===== src/rtl/sequencer.sv =====
// Fetch/decode/execute control sequencer for the basic processor.
// The state, the halted flag and the retired-instruction counter are registered.
// The strobes are decoded combinationally (Mealy) from state, op, z_flag and mem_ready.
//
//  state    | meaning
//  ---------+-----------------------------------------------------------
//  FETCH0   | idle / start of instruction; PC -> MAR, PC++ when run=1
//  FETCH1   | instruction read; waits on mem_ready, then loads IR
//  DECODE   | IR address -> MAR for memory ops; HALT branches off here
//  EXEC     | operation; memory ops wait on mem_ready, INC/BNE take 1 cycle
//  HALT     | terminal; no strobes, left only through reset
module sequencer #(
  parameter int OP_W  = 3,
  parameter int CNT_W = 16
) (
  input  logic             clock,
  input  logic             reset,
  input  logic [OP_W-1:0]  op,
  input  logic             z_flag,
  input  logic             mem_ready,
  input  logic             run,
  output logic             ACC_bus,
  output logic             load_ACC,
  output logic             ALU_ACC,
  output logic             ALU_add,
  output logic             ALU_sub,
  output logic             ALU_xor,
  output logic             ALU_inc,
  output logic             PC_bus,
  output logic             load_PC,
  output logic             INC_PC,
  output logic             load_IR,
  output logic             IR_bus,
  output logic             load_MAR,
  output logic             CS,
  output logic             R_NW,
  output logic             halted,
  output logic [CNT_W-1:0] instr_cnt
);

  typedef enum logic [2:0] {
    ST_FETCH0,
    ST_FETCH1,
    ST_DECODE,
    ST_EXEC,
    ST_HALT
  } state_t;

  localparam logic [OP_W-1:0] OP_LOAD  = OP_W'(0);
  localparam logic [OP_W-1:0] OP_STORE = OP_W'(1);
  localparam logic [OP_W-1:0] OP_ADD   = OP_W'(2);
  localparam logic [OP_W-1:0] OP_SUB   = OP_W'(3);
  localparam logic [OP_W-1:0] OP_XOR   = OP_W'(4);
  localparam logic [OP_W-1:0] OP_INC   = OP_W'(5);
  localparam logic [OP_W-1:0] OP_BNE   = OP_W'(6);
  localparam logic [OP_W-1:0] OP_HALT  = OP_W'(7);

  state_t           state_q, state_d;
  logic             halted_q, halted_d;
  logic [CNT_W-1:0] instr_cnt_q, instr_cnt_d;
  logic             retire;

  assign halted    = halted_q;
  assign instr_cnt = instr_cnt_q;

  // Next-state and strobe decode; reset gates every strobe so nothing
  // partial (e.g. a load_ACC) can leak out while reset is high.
  always_comb begin
    state_d  = state_q;
    halted_d = halted_q;
    retire   = 1'b0;
    ACC_bus  = 1'b0;
    load_ACC = 1'b0;
    ALU_ACC  = 1'b0;
    ALU_add  = 1'b0;
    ALU_sub  = 1'b0;
    ALU_xor  = 1'b0;
    ALU_inc  = 1'b0;
    PC_bus   = 1'b0;
    load_PC  = 1'b0;
    INC_PC   = 1'b0;
    load_IR  = 1'b0;
    IR_bus   = 1'b0;
    load_MAR = 1'b0;
    CS       = 1'b0;
    R_NW     = 1'b0;

    unique case (state_q)
      ST_FETCH0: begin
        if (run) begin
          PC_bus   = 1'b1;
          load_MAR = 1'b1;
          INC_PC   = 1'b1;
          state_d  = ST_FETCH1;
        end
      end
      ST_FETCH1: begin
        CS   = 1'b1;
        R_NW = 1'b1;
        if (mem_ready) begin
          load_IR = 1'b1;
          state_d = ST_DECODE;
        end
      end
      ST_DECODE: begin
        if (op == OP_HALT) begin
          state_d  = ST_HALT;
          halted_d = 1'b1;
          retire   = 1'b1;
        end else begin
          if (op != OP_INC && op != OP_BNE) begin
            IR_bus   = 1'b1;
            load_MAR = 1'b1;
          end
          state_d = ST_EXEC;
        end
      end
      ST_EXEC: begin
        case (op)
          OP_LOAD: begin
            CS       = 1'b1;
            R_NW     = 1'b1;
            load_ACC = mem_ready;
            retire   = mem_ready;
          end
          OP_ADD, OP_SUB, OP_XOR: begin
            CS       = 1'b1;
            R_NW     = 1'b1;
            ALU_ACC  = 1'b1;
            ALU_add  = (op == OP_ADD);
            ALU_sub  = (op == OP_SUB);
            ALU_xor  = (op == OP_XOR);
            load_ACC = mem_ready;
            retire   = mem_ready;
          end
          OP_STORE: begin
            CS      = 1'b1;
            ACC_bus = 1'b1;
            retire  = mem_ready;
          end
          OP_INC: begin
            load_ACC = 1'b1;
            ALU_ACC  = 1'b1;
            ALU_inc  = 1'b1;
            retire   = 1'b1;
          end
          OP_BNE: begin
            IR_bus  = ~z_flag;
            load_PC = ~z_flag;
            retire  = 1'b1;
          end
          default: retire = 1'b1;
        endcase
        if (retire) state_d = ST_FETCH0;
      end
      ST_HALT: state_d = ST_HALT;
      default: state_d = ST_FETCH0;
    endcase

    instr_cnt_d = retire ? instr_cnt_q + CNT_W'(1) : instr_cnt_q;

    if (reset) begin
      ACC_bus  = 1'b0;
      load_ACC = 1'b0;
      ALU_ACC  = 1'b0;
      ALU_add  = 1'b0;
      ALU_sub  = 1'b0;
      ALU_xor  = 1'b0;
      ALU_inc  = 1'b0;
      PC_bus   = 1'b0;
      load_PC  = 1'b0;
      INC_PC   = 1'b0;
      load_IR  = 1'b0;
      IR_bus   = 1'b0;
      load_MAR = 1'b0;
      CS       = 1'b0;
      R_NW     = 1'b0;
    end
  end

  // State, halted flag and retired-instruction counter registers.
  always_ff @(posedge clock or posedge reset) begin
    if (reset) begin
      state_q     <= ST_FETCH0;
      halted_q    <= 1'b0;
      instr_cnt_q <= '0;
    end else begin
      state_q     <= state_d;
      halted_q    <= halted_d;
      instr_cnt_q <= instr_cnt_d;
    end
  end

endmodule


===== config.mk =====
export PLATFORM = sky130hd
export DESIGN_NAME = sequencer
export DESIGN_NICKNAME = d
export VERILOG_FILES = /design/src/rtl/sequencer.sv
export SDC_FILE = /design/constraint.sdc
export NUM_CORES = 1
export LEC_CHECK = 0
export CORE_MARGIN = 1
export CORE_UTILIZATION = 49
export CTS_CLUSTER_SIZE = 10
export DETAILED_ROUTE_END_ITERATION = 8
export PLACE_DENSITY = 0.84
export SYNTH_ARGS = -nofsm -noshare
export SYNTH_HDL_FRONTEND = slang
export SYNTH_SLANG_ARGS = --single-unit

===== constraint.sdc =====
create_clock -name clock -period 3.9 [get_ports clock]
set_input_delay 0.78 -clock clock [delete_from_list [all_inputs] [get_ports clock]]
set_output_delay 0.78 -clock clock [all_outputs]
set_load 0.03 [all_outputs]

==> results of run 1 <==
## stage by stage
step	utilization, %	total power [mW]	instances
2_1_floorplan	-	0.548	128
6_report	73.7	0.843	195
4_1_cts	73.7	0.849	195
3_5_place_dp	71.4	0.679	191
5_1_grt	73.7	0.895	195
3_3_place_gp	71.4	0.669	191
## metal layers
| layer | vias up | routed length (µm) |
|---|---|---|
| met5 | - | 0 |
| met4 | 0 | 30 |
| met3 | 3 | 135 |
| met2 | 39 | 1410 |
| met1 | 522 | 1270 |
| li1 | 541 | - |
## critical path, stage by stage
cell	delay (ns)
sky130_fd_sc_hd__clkdlybuf4s50_1	0.74
sky130_fd_sc_hd__nor4b_1	0.37
sky130_fd_sc_hd__nand2_1	0.10
sky130_fd_sc_hd__a21oi_1	0.15
sky130_fd_sc_hd__clkdlybuf4s50_1	0.68
## sequential cells by signal, indices dropped and copies added (netlist names)
register   count
halted         1
instr_cnt     16
state_q        3
## path summary, 6_finish.rpt
path                            slack [ns]           from       endpoint
max in group asynchronous             2.87          reset   instr_cnt[3]
worst min-delay path                  0.48  instr_cnt[15]  instr_cnt[15]
worst min register to register        0.48  instr_cnt[15]  instr_cnt[15]
worst max register to register        1.69     state_q[1]  instr_cnt[13]
min in group asynchronous             0.80          reset         halted
worst max-delay path                  0.30          op[1]         IR_bus
## where the power goes
part | internal (mW) | leakage, nW | switching (mW)
logic | 0.155 | 0.447 | 0.214
registers | 0.245 | 0.266 | 0.0613
clock network | 0.104 | 0.0279 | 0.0633
## cell families (layout without fill, tap and decap cells)
kind of cell,Yosys count,after routing
and+or+nand+nor,62,62
buffers and inverters,13,52
xor gates and xnor gates,15,15
adders and majority gates,2,2
muxes,1,1
DFF,20,20
AOI/OAI and AO/OA,15,15
## final cells by class
type                            instances  area (µm²)  share of cell area (%)
Multi-Input combinational cell         95         666                    39.3
Sequential cell                        20         500                    29.6
Inverter                                5        18.8                    1.11
Clock buffer                            3        22.5                    1.33
Clock inverter                          1        30.0                    1.77
Tap cell                               28        35.0                    2.07
Timing Repair Buffer                   43         420                    24.8
## cells in the mapped netlist (all sizes together), types with 2 or more instances
master  count  area share, %
and4        4            2.9
nand3       8            3.3
nand2       9            2.7
a21oi       6            2.4
xor2        8            5.7
xnor2       7            5.0
nand3b      2            1.2
clkbuf      4            1.2
and3        3            1.5
o21ai       3            1.2
nor3        7            2.9
dfrtp      20             41
nor2        8            2.4
nand4       6            3.1
buf         4            2.3
nand2b      3            1.5
nor2b       3            1.5
inv         5            1.5
ha          2            2.0
nor4b       4            5.3
==> impl_metrics.env, run 1 <==
export IMPL_run_status="finished, final reports clean"
export IMPL_final_period_utilization_pct=92.4
export IMPL_synthMuxAreaShare_pct=0.916
export IMPL_die_w_um=52.1
export IMPL_number_of_violations_of_the_max_capacitance_limit=0
export IMPL_synth_xor_xnor_area_share_pct=10.7
export IMPL_synth_warnings=0
export IMPL_htree_num_levels=1
export IMPL_detail_route_drc_violations=0
export IMPL_starting_density_pct=53.5
export IMPL_place_congestion=0.806
export IMPL_final_area_um2=1690
export IMPL_timing_critical_path_required_ns=3.12
export IMPL_global_route_wire_length_before_repair_um=4900
export IMPL_pin_count_of_the_biggest_net_entering_global_routing=16
export IMPL_die_area_um2=2710
export IMPL_holdPathStages=1
export IMPL_post_cts_resized=0
export IMPL_io_pins=40
export IMPL_layout_drive_gt1_share_pct=7.19
export IMPL_prevailing_post_synth_register_cell="sky130_fd_sc_hd__dfrtp_1"
export IMPL_synth_sequential_area_ratio_pct=40.7
export IMPL_use_met1_pct=32.3
export IMPL_max_slew_violation_total_from_the_final_report=0
export IMPL_chipHeight_um=52.1
export IMPL_clock_sinks=20
export IMPL_p_leak_nw=0.741
export IMPL_yosys_area_share_simple_pct=33.0
export IMPL_number_of_enable_flip_flop_cells_after_synthesis=0
export IMPL_worst_clock_skew_ns=0.0108
export IMPL_dr_first_iter_drc_count=17
export IMPL_setup_viol=0
export IMPL_postRouteAntennaNets=0
export IMPL_minimum_period_implied_by_the_final_worst_setup_slack_ns=3.60
export IMPL_worst_endpoint_arrival_ns=2.82
export IMPL_highest_clock_rate_mhz=277
export IMPL_layout_setup_ws_ns=0.295
export IMPL_synth_cell_types=35
export IMPL_peakVddDrop_mv=0.531
export IMPL_grt_total_usage_pct=24.2
export IMPL_hpwlAfterDp_um=2100
export IMPL_dpl_instance_area_um2=1640
export IMPL_totalNegativeSetupSlack_ns=0
export IMPL_crit_type="in2out"
export IMPL_synth_net_count=138
export IMPL_power_per_cell_area_nw_per_um2=498
export IMPL_wire_per_inst_um=14.6
export IMPL_rsz0062_at_grt="false"
export IMPL_cts_tree="built"
export IMPL_clk_pin_slew_worst_paths_ns=0.11
export IMPL_grt_antenna_before_repair=0
export IMPL_synth_adder_area_share_pct=2.04
export IMPL_first_global_vias=1063
export IMPL_final_common_cell="sky130_fd_sc_hd__clkdlybuf4s50_1"
export IMPL_mostFrequentLayoutCells="sky130_fd_sc_hd__clkdlybuf4s50_1, sky130_fd_sc_hd__dfrtp_1, sky130_fd_sc_hd__nand2_1"
export IMPL_postCtsHoldBufs=0
export IMPL_worstSetupEndpointType="output pin"
export IMPL_area_growth_synth_to_final_pct=37.8
export IMPL_cp_start_kind="input port"
export IMPL_floorplan_core_area_um2=2300
export IMPL_placement_io_buffers=39
export IMPL_ctsRootBufferMaster="sky130_fd_sc_hd__clkbuf_4"
export IMPL_synth_seq_cells=20
export IMPL_post_cts_setup_buffer_count=0
export IMPL_dp_worst_setup_slack_ns=0.310
export IMPL_clk_latency_ns=0.31
export IMPL_grt_use_met3_pct=4.09
export IMPL_grt_busiest_layer="met2"
export IMPL_worst_r2r_cell_count=4
export IMPL_postSynthAreaPerCell_um2=9.60
export IMPL_postSynthCellCount=128
export IMPL_final_hold_worst_slack_ns=0.475
export IMPL_ctsLongestPathBuffers=2
export IMPL_n_fill_cell=175
export IMPL_synth_area_in_compound_gates_pct=7.54
export IMPL_totalWireLength_um=2850
export IMPL_synth_async_sr_flop_share_pct=100
export IMPL_placement_rows=17
export IMPL_antennaDiodeCount=0
export IMPL_min_path_type="reg2reg"
export IMPL_numCtsBuffers=3
export IMPL_met2_track_usage_gr_pct=40.8
export IMPL_finalHoldViolCount=0
export IMPL_avgViaCountPerCell=5.67
export IMPL_worst_slew_pin_transition_ns=0.622
export IMPL_max_slew_margin_pct=58.3
export IMPL_main_combinational_cell_family_by_area_after_synthesis="simple AND/OR/NAND/NOR gates"
export IMPL_remaining_global_route_overflow=0
export IMPL_num_vias=1105
export IMPL_cp_max_fo=15
export IMPL_firstDrtPassIters=4
export IMPL_post_synthesis_cell_area_um2=1230
export IMPL_layout_nets=178
Power figures use the tool's default switching activity.
==> run 2, diff against run 1 <==
--- a/config.mk
+++ b/config.mk
@@ -5,6 +5,7 @@
 export SDC_FILE = /design/constraint.sdc
 export NUM_CORES = 1
 export LEC_CHECK = 0
+export CAP_MARGIN = 20
 export CORE_MARGIN = 1
 export CORE_UTILIZATION = 49
 export CTS_CLUSTER_SIZE = 10
@@ -13,3 +14,4 @@
 export SYNTH_ARGS = -nofsm -noshare
 export SYNTH_HDL_FRONTEND = slang
 export SYNTH_SLANG_ARGS = --single-unit
+export TNS_END_PERCENT = 1
==> results of run 2 <==
The final DEF is identical to that of run 1; final timing and power are the same.
==> run 3, diff against run 2 <==
--- a/config.mk
+++ b/config.mk
@@ -6,7 +6,6 @@
 export NUM_CORES = 1
 export LEC_CHECK = 0
 export CAP_MARGIN = 20
-export CORE_MARGIN = 1
 export CORE_UTILIZATION = 49
 export CTS_CLUSTER_SIZE = 10
 export DETAILED_ROUTE_END_ITERATION = 8
==> results of run 3 <==
The final DEF is identical to that of run 1; final timing and power are the same.
